**config.mk**
```make
export PLATFORM = sky130hd
export DESIGN_NAME = io_port_register
export DESIGN_NICKNAME = d
export VERILOG_FILES = /design/src/rtl/io_port_register.sv
export SDC_FILE = /design/constraint.sdc
export NUM_CORES = 1
export LEC_CHECK = 0
export BUFFER_PORTS_ARGS = -buffer_cell sky130_fd_sc_hd__buf_2
export CAP_MARGIN = 20
export CELL_PAD_IN_SITES_DETAIL_PLACEMENT = 1
export CELL_PAD_IN_SITES_GLOBAL_PLACEMENT = 1
export CORE_ASPECT_RATIO = 0.75
export CORE_UTILIZATION = 34
export DETAILED_ROUTE_END_ITERATION = 16
export GPL_TIMING_DRIVEN = 0
export PLACE_DENSITY = 0.83
export SETUP_SLACK_MARGIN = 0.3
export SLEW_MARGIN = 20
export SYNTH_ARGS = -nofsm -noshare
export SYNTH_HDL_FRONTEND = slang
export SYNTH_SLANG_ARGS = --single-unit
```
**constraint.sdc**
```tcl
create_clock -name clk -period 2 [get_ports clk]
set_input_delay 0.4 -clock clk [delete_from_list [all_inputs] [get_ports clk]]
set_output_delay 0.4 -clock clk [all_outputs]
set_load 0.05 [all_outputs]
```
**src/rtl/io_port_register.sv**
```systemverilog
// Basic-computer I/O port: INPR/FGI and OUTR/FGO with device valid/ready, IEN/IRQ, sticky error, counters.
// Latency: all state updates on the clk edge after the command/handshake; status outputs are combinational.
// Backpressure: dev_in_ready drops while FGI is set (device holds data); dev_out_valid holds until dev_out_ack.
module io_port_register #(
  parameter int WIDTH     = 8,
  parameter int BUS_WIDTH = 16,
  parameter int CNT_WIDTH = 8
) (
  input  logic                 clk,
  input  logic                 rst,
  input  logic [BUS_WIDTH-1:0] cpu_bus,
  input  logic                 cpu_inp,
  input  logic                 cpu_out,
  input  logic                 cpu_ion,
  input  logic                 cpu_iof,
  input  logic                 cpu_int_ack,
  input  logic                 err_clr,
  output logic [WIDTH-1:0]     inpr_out,
  output logic                 fgi,
  output logic                 fgo,
  output logic                 ien,
  output logic                 irq,
  output logic                 err,
  input  logic [WIDTH-1:0]     dev_in_data,
  input  logic                 dev_in_valid,
  output logic                 dev_in_ready,
  output logic [WIDTH-1:0]     dev_out_data,
  output logic                 dev_out_valid,
  input  logic                 dev_out_ack,
  output logic [CNT_WIDTH-1:0] in_count,
  output logic [CNT_WIDTH-1:0] out_count
);

  localparam logic [CNT_WIDTH-1:0] CNT_ONE = CNT_WIDTH'(1);

  logic [WIDTH-1:0] inpr;
  logic [WIDTH-1:0] outr;

  // Decoded strobes, each already qualified by the one-hot check and flag state.
  logic multi_cmd;
  logic inp_ok;
  logic inp_bad;
  logic out_ok;
  logic out_bad;
  logic ion_ok;
  logic iof_ok;
  logic capture;
  logic ack_ok;
  logic err_set;

  // Upper bus bits are never used by OUT; fold them into a dummy net.
  generate
    if (BUS_WIDTH > WIDTH) begin : g_bus_hi
      logic unused_bus_hi;
      assign unused_bus_hi = ^cpu_bus[BUS_WIDTH-1:WIDTH];
    end
  endgenerate

  // Command decode: any two of the one-hot commands cancel all of them and raise an error.
  always_comb begin
    multi_cmd = (cpu_inp & cpu_out) | (cpu_inp & cpu_ion) | (cpu_inp & cpu_iof) |
                (cpu_out & cpu_ion) | (cpu_out & cpu_iof) | (cpu_ion & cpu_iof);
    inp_ok    = cpu_inp & ~multi_cmd &  fgi;
    inp_bad   = cpu_inp & ~multi_cmd & ~fgi;
    out_ok    = cpu_out & ~multi_cmd &  fgo;
    out_bad   = cpu_out & ~multi_cmd & ~fgo;
    ion_ok    = cpu_ion & ~multi_cmd;
    iof_ok    = cpu_iof & ~multi_cmd;
    // Capture uses the current FGI, so a same-cycle INP cannot open the door early.
    capture   = dev_in_valid & ~fgi;
    // An ack while FGO is already set is meaningless and silently dropped.
    ack_ok    = dev_out_ack & ~fgo;
    err_set   = multi_cmd | inp_bad | out_bad;
  end

  // Input side: capture a device character into INPR and raise FGI; INP clears FGI.
  always_ff @(posedge clk or posedge rst) begin
    if (rst) begin
      inpr     <= '0;
      fgi      <= 1'b0;
      in_count <= '0;
    end else if (capture) begin
      inpr     <= dev_in_data;
      fgi      <= 1'b1;
      in_count <= in_count + CNT_ONE;
    end else if (inp_ok) begin
      fgi      <= 1'b0;
    end
  end

  // Output side: OUT loads OUTR and clears FGO; device ack sets FGO (also alongside a failed OUT).
  always_ff @(posedge clk or posedge rst) begin
    if (rst) begin
      outr      <= '0;
      fgo       <= 1'b1;
      out_count <= '0;
    end else if (out_ok) begin
      outr      <= cpu_bus[WIDTH-1:0];
      fgo       <= 1'b0;
      out_count <= out_count + CNT_ONE;
    end else if (ack_ok) begin
      fgo       <= 1'b1;
    end
  end

  // Interrupt enable: interrupt-cycle acknowledge wins over ION.
  always_ff @(posedge clk or posedge rst) begin
    if (rst) begin
      ien <= 1'b0;
    end else if (cpu_int_ack) begin
      ien <= 1'b0;
    end else if (ion_ok) begin
      ien <= 1'b1;
    end else if (iof_ok) begin
      ien <= 1'b0;
    end
  end

  // Sticky error: a new error beats a concurrent clear.
  always_ff @(posedge clk or posedge rst) begin
    if (rst) begin
      err <= 1'b0;
    end else if (err_set) begin
      err <= 1'b1;
    end else if (err_clr) begin
      err <= 1'b0;
    end
  end

  // Status and data outputs follow the registers with no added latency.
  always_comb begin
    inpr_out      = inpr;
    dev_out_data  = outr;
    dev_in_ready  = ~fgi;
    dev_out_valid = ~fgo;
    irq           = ien & (fgi | fgo);
  end

endmodule

```
# [Word-level counts from Yosys, hierarchy flattened]
# Index checks and enable logic that the tools add are counted.
[totals] reg_bits=36 output_inout_bits=39 input_bits=34 word_cells=51
[classes] bitwise_logic=28 add_sub_neg=2 reduce_logical=4 mux=9
[ops] operator="$and A1 B1 Y1" n=17
[ops] operator="$add A8 B1 Y8 const B" n=2
[ops] operator="$mux W1" n=9
[ops] operator="$or A1 B1 Y1" n=8
[ops] operator="$reduce_bool A2 Y1" n=3
[ops] operator="$not A1 Y1" n=3
[ops] operator="$reduce_bool A3 Y1" n=1

# [Logic depth before layout (Yosys ltp)]
[depth] word_depth=12 ltp_mapped=5 depth_no_buf=4

# [Worst setup path after synthesis]
# OpenSTA, ideal clock, no wires.
[synth_path] path_kind="register to register" startpoint="reg fgo" endpoint="reg out_count[1]" t_required_ns=1.872 path_stages_with_launch=5 n_path_buf=1 setup_ns=0.128 arrival_time_ns=1.647 setup_slack_ns=0.225 synth_period_minus_slack_ns=1.775 path_cell_list="dfstp_2 nor4b_1 nand2_1 buf_2 mux2_1"
[synth_between] elab_chain_cells=1
[synth_rtl] item="from (decl)" line_no="20" source="output logic fgo,"
[synth_rtl] item="from (signal assigned)" line_no="95" source="fgo <= 1'b1;"
[synth_rtl] item="from (signal assigned)" line_no="99" source="fgo <= 1'b0;"
[synth_rtl] item="from (signal assigned)" line_no="102" source="fgo <= 1'b1;"
[synth_rtl] item="$and A1 B1 Y1" line_no="65" source="out_ok = cpu_out & ~multi_cmd & fgo;"
[synth_rtl] item="to (signal assigned)" line_no="100" source="out_count <= out_count + CNT_ONE;"
[synth_rtl] item="to (decl)" line_no="31" source="output logic [CNT_WIDTH-1:0] out_count"
# No other way between the ends.
# A chain may end at the register's enable or synchronous reset.

# [Worst setup path in the final report]
# Ends and elaborated chain as after synthesis.

==> results_tabular.tex <==
\begin{tabular}{lr}
\hline
Metric & Value \\
\hline
\multicolumn{2}{l}{\textbf{Route}} \\
\quad Post-route DRC & 0 \\
\quad Average via count per standard cell & 4.60 \\
\quad DR vias & 1127 \\
\quad Drt first pass iters & 2 \\
\quad Post-DRT Antenna Nets & 0 \\
\quad Per-cell routed wire length & 14.0 microns \\
\quad Number of DRC violations after detailed-routing iteration 0 & 13 \\
\quad Detailed Route WL & 3.42 mm \\
\multicolumn{2}{l}{\textbf{STA}} \\
\quad Number of hold violations in the final report & 0 \\
\quad Max Clock Freq & 612 MHz \\
\quad Final setup skew & 0.00483 ns \\
\quad Tightest Pin Transition & 0.738 ns \\
\quad Worst rel slew slack & 50.7\% \\
\quad Worst Hold Margin & 0.242 ns \\
\quad Setup repair after global routing missed its margin & no \\
\quad Final TNS setup & 0 ns \\
\quad Crit share post-route & 81.7\% \\
\quad Number of setup violations in the final report & 0 \\
\quad Fin crit period & 1.63 ns \\
\quad Final slew viol count & 0 \\
\quad Worst Slack Setup Final & 0.367 ns \\
\multicolumn{2}{l}{\textbf{Place}} \\
\quad Post-place setup slack & 0.236 ns \\
\quad Detailed placement HPWL & 2.67 mm \\
\quad Cell count after placement & 236 \\
\quad Input/output buffers & 64 \\
\quad Placed instance area & 1920 sq um \\
\quad Final RePlAce weighted congestion & 0.815 \\
\multicolumn{2}{l}{\textbf{Die}} \\
\quad Die Height & 59.9 microns \\
\quad Effective utilization at floorplan & 36.6\% \\
\quad Die area & 4740 sq um \\
\quad Count of boundary I/O pins & 73 \\
\quad Overall die width & 79.2 microns \\
\quad Placeable core area & 4150 sq um \\
\quad Row count & 20 \\
\multicolumn{2}{l}{\textbf{GRT}} \\
\quad Global-route congestion overflow total & 0 \\
\quad Antenna violations before repair & 0 \\
\quad Maximum number of pins on one net before global-route repair & 37 \\
\quad Overall track demand over capacity in global routing & 16.2\% \\
\quad Number of global-route vias before repair & 1212 \\
\quad Global-route wire length before repair & 5.75 mm \\
\multicolumn{2}{l}{\textbf{Finish}} \\
\quad Number of fill cells in the layout & 490 \\
\quad Share of the core filled with cells & 48.9\% \\
\quad Signed area change from the synthesized netlist to the final layout & 33.6\% \\
\quad Number of antenna cells inserted & 0 \\
\quad Non-filler cells, final & 245 \\
\quad Final-stage net count & 226 \\
\quad Fraction of final layout cells with drive strength greater than 1 & 49.5\% \\
\quad Final Cell Area & 2030 sq um \\
\multicolumn{2}{l}{\textbf{Job}} \\
\quad Max Cap Viol & 0 \\
\multicolumn{2}{l}{\textbf{Power}} \\
\quad Lkg Pwr & 1.03 nW \\
\quad Max VDD drop & 0.555 mV \\
\quad Post-layout power & 2.70 mW \\
\quad Power per unit of standard cell area & 1330 nW/um\^{}2 \\
\multicolumn{2}{l}{\textbf{Clock network}} \\
\quad CTS tree & done \\
\quad Clock Pin Slew Worst Setup and Hold Paths & 0.07 ns \\
\quad Htree depth & 2 \\
\quad Root buffer cell & sky130\_fd\_sc\_hd\_\_clkbuf\_8 \\
\quad Total clock buffers created by CTS & 5 \\
\quad Clock sink count & 36 \\
\quad Number of hold-repair buffers added at the cts stage & 0 \\
\quad Clock Latency Late Sink & 0.28 ns \\
\quad Clock Tree Buf Depth & 2 \\
\multicolumn{2}{l}{\textbf{Worst setup path}} \\
\quad Element type at the critical path end & register \\
\quad Largest stage delay on the critical path & 0.65 ns \\
\quad Worst Setup Start Kind & register \\
\quad Data required time of the worst path & 2.16 ns \\
\quad Worst-path cell chain & nor4b\_4 > nand2\_1 > buf\_4 > mux2\_1 \\
\quad CP Max Fanout & 10 \\
\quad Arrival time at the worst endpoint & 1.79 ns \\
\quad Crit-path slowest cell & sky130\_fd\_sc\_hd\_\_dfstp\_4 \\
\quad Type of the worst setup path & reg -> reg \\
\multicolumn{2}{l}{\textbf{Yosys}} \\
\quad Fraction of the mapped netlist area in simple logic gates & 10.9\% \\
\quad \#FFs+latches synth & 36 \\
\quad Synth cell types & 27 \\
\quad Largest family of logic cells by synthesized area & multiplexers \\
\quad Most frequent cells after synthesis & 35 x sky130\_fd\_sc\_hd\_\_dfrtp\_1, 14 x sky130\_fd\_sc\_hd\_\_mux2\_2, 9 x sky130\_fd\_sc\_hd\_\_xnor2\_1, 7 x sky130\_fd\_sc\_hd\_\_inv\_1, 7 x sky130\_fd\_sc\_hd\_\_nor3\_1 \\
\quad Top cells by area in the synthesized netlist & sky130\_fd\_sc\_hd\_\_dfrtp\_1 58\%, sky130\_fd\_sc\_hd\_\_mux2\_2 10\%, sky130\_fd\_sc\_hd\_\_xnor2\_1 5.2\%, sky130\_fd\_sc\_hd\_\_mux2\_1 3.0\%, sky130\_fd\_sc\_hd\_\_xor2\_1 2.9\% \\
\quad Primary FF master, synth & sky130\_fd\_sc\_hd\_\_dfrtp\_1 \\
\quad Number of enable flip-flop cells after synthesis & 0 \\
\quad Area of the mapped netlist & 1520 sq um \\
\quad Post-synthesis net count & 153 \\
\quad Fraction of synthesis flops using an asynchronous set or reset pin & 100\% \\
\quad Average size of a mapped cell & 13.0 sq um \\
\quad Syn Inst Count & 117 \\
\quad Top cell type's share of synthesized area & 57.7\% \\
\quad Fraction of the mapped netlist area in compound gates & 3.71\% \\
\quad Warnings from Yosys & 0 \\
\quad Sequential share of the synthesized area & 59.4\% \\
\quad Top cell type by total area after synthesis & sky130\_fd\_sc\_hd\_\_dfrtp\_1 \\
\quad Post-synthesis xor/xnor area fraction & 8.07\% \\
\quad Adder-Cell Fraction of Synth Area & 1.65\% \\
\quad Most instantiated library cell after synthesis & sky130\_fd\_sc\_hd\_\_dfrtp\_1 \\
\quad Post-synthesis mux area share & 13.3\% \\
\multicolumn{2}{l}{\textbf{Status}} \\
\quad Run status & complete, no violations \\
\multicolumn{2}{l}{\textbf{Min path}} \\
\quad Worst hold path class & in -> async \\
\hline
\end{tabular}
-- what timing repair did --
item,CTS,global route
resized for setup,2,3
setup endpoints to repair,9,9
buffers inserted,0,2
pin swaps,0,1
-- cell type report --
type	count	area, sq um	area share (%)
Clock inverter	1	5.00	0.247
Sequential cell	36	906	44.6
Inverter	7	26.3	1.29
Buffer	4	22.5	1.11
Tap cell	55	68.8	3.39
Clock buffer	6	72.6	3.58
Timing Repair Buffer	66	342	16.8
Multi-Input combinational cell	70	587	28.9
-- sequential cells by signal, summed over array words and instances, names as in the netlist --
name and cells:
dev_out_data 8, in_count 8, inpr_out 8, out_count 8, err 1, fgi 1
fgo 1, ien 1
-- worst max-delay path: cells and delay by family, from the launching register on --
kind	cells	cell delay (ns)
buffers and inverters	1	0.20
flip-flops	1	0.65
multiplexers	1	0.32
AND/OR/NAND/NOR	2	0.34
-- layer usage --
layer	vias up	track usage, %	part of all wire, %
met2	25	27.3	50
met1	550	20.5	46
met4	0	5.45	0
met5	-	0	0
met3	0	4.27	3.2
li1	552	-	-
-- cell families (layout without fill, tap and decap cells) --
group	after synthesis	after routing
DFF	36	36
and+or+nand+nor	28	28
muxes	18	18
xor gates and xnor gates	14	14
buffers and inverters	11	84
AOI/OAI and AO/OA	8	8
adders and majority gates	2	2
-- final timing paths --
kind / depth (start not counted) / end / from / slack, ns
worst min-delay path: 2 / in_count[0]$_DFFE_PP0P_ / rst / 0.24
worst min register to register: 1 / out_count[7]$_DFFE_PP0P_ / out_count[7]$_DFFE_PP0P_ / 0.47
min in group clk: 2 / ien$_DFFE_PP0P_ / cpu_int_ack / 0.28
max in group asynchronous: 2 / ien$_DFFE_PP0P_ / rst / 1.28
worst max register to register: 4 / out_count[1]$_DFFE_PP0P_ / fgo$_DFFE_PP1P_ / 0.37
worst max-delay path: 4 / out_count[1]$_DFFE_PP0P_ / fgo$_DFFE_PP1P_ / 0.37
-- layout by cell type (no fill, tap or decap), types with 4 or more instances in the layout --
| master | n |
|---|---|
| sky130_fd_sc_hd__buf_2 | 66 |
| sky130_fd_sc_hd__nor3_1 | 7 |
| sky130_fd_sc_hd__nand4_1 | 4 |
| sky130_fd_sc_hd__mux2_2 | 14 |
| sky130_fd_sc_hd__xor2_1 | 5 |
| sky130_fd_sc_hd__mux2_1 | 4 |
| sky130_fd_sc_hd__inv_1 | 6 |
| sky130_fd_sc_hd__nand2_1 | 6 |
| sky130_fd_sc_hd__xnor2_1 | 9 |
| sky130_fd_sc_hd__dfrtp_1 | 35 |
| sky130_fd_sc_hd__clkbuf_8 | 5 |
-- power by group --
group | internal, mW | total, mW | switching, mW
clock | 0.237 | 0.475 | 0.238
combinational | 0.296 | 1.17 | 0.873
sequential | 0.910 | 1.06 | 0.150
total | 1.44 | 2.70 | 1.26
(Power assumes the default switching activity.)
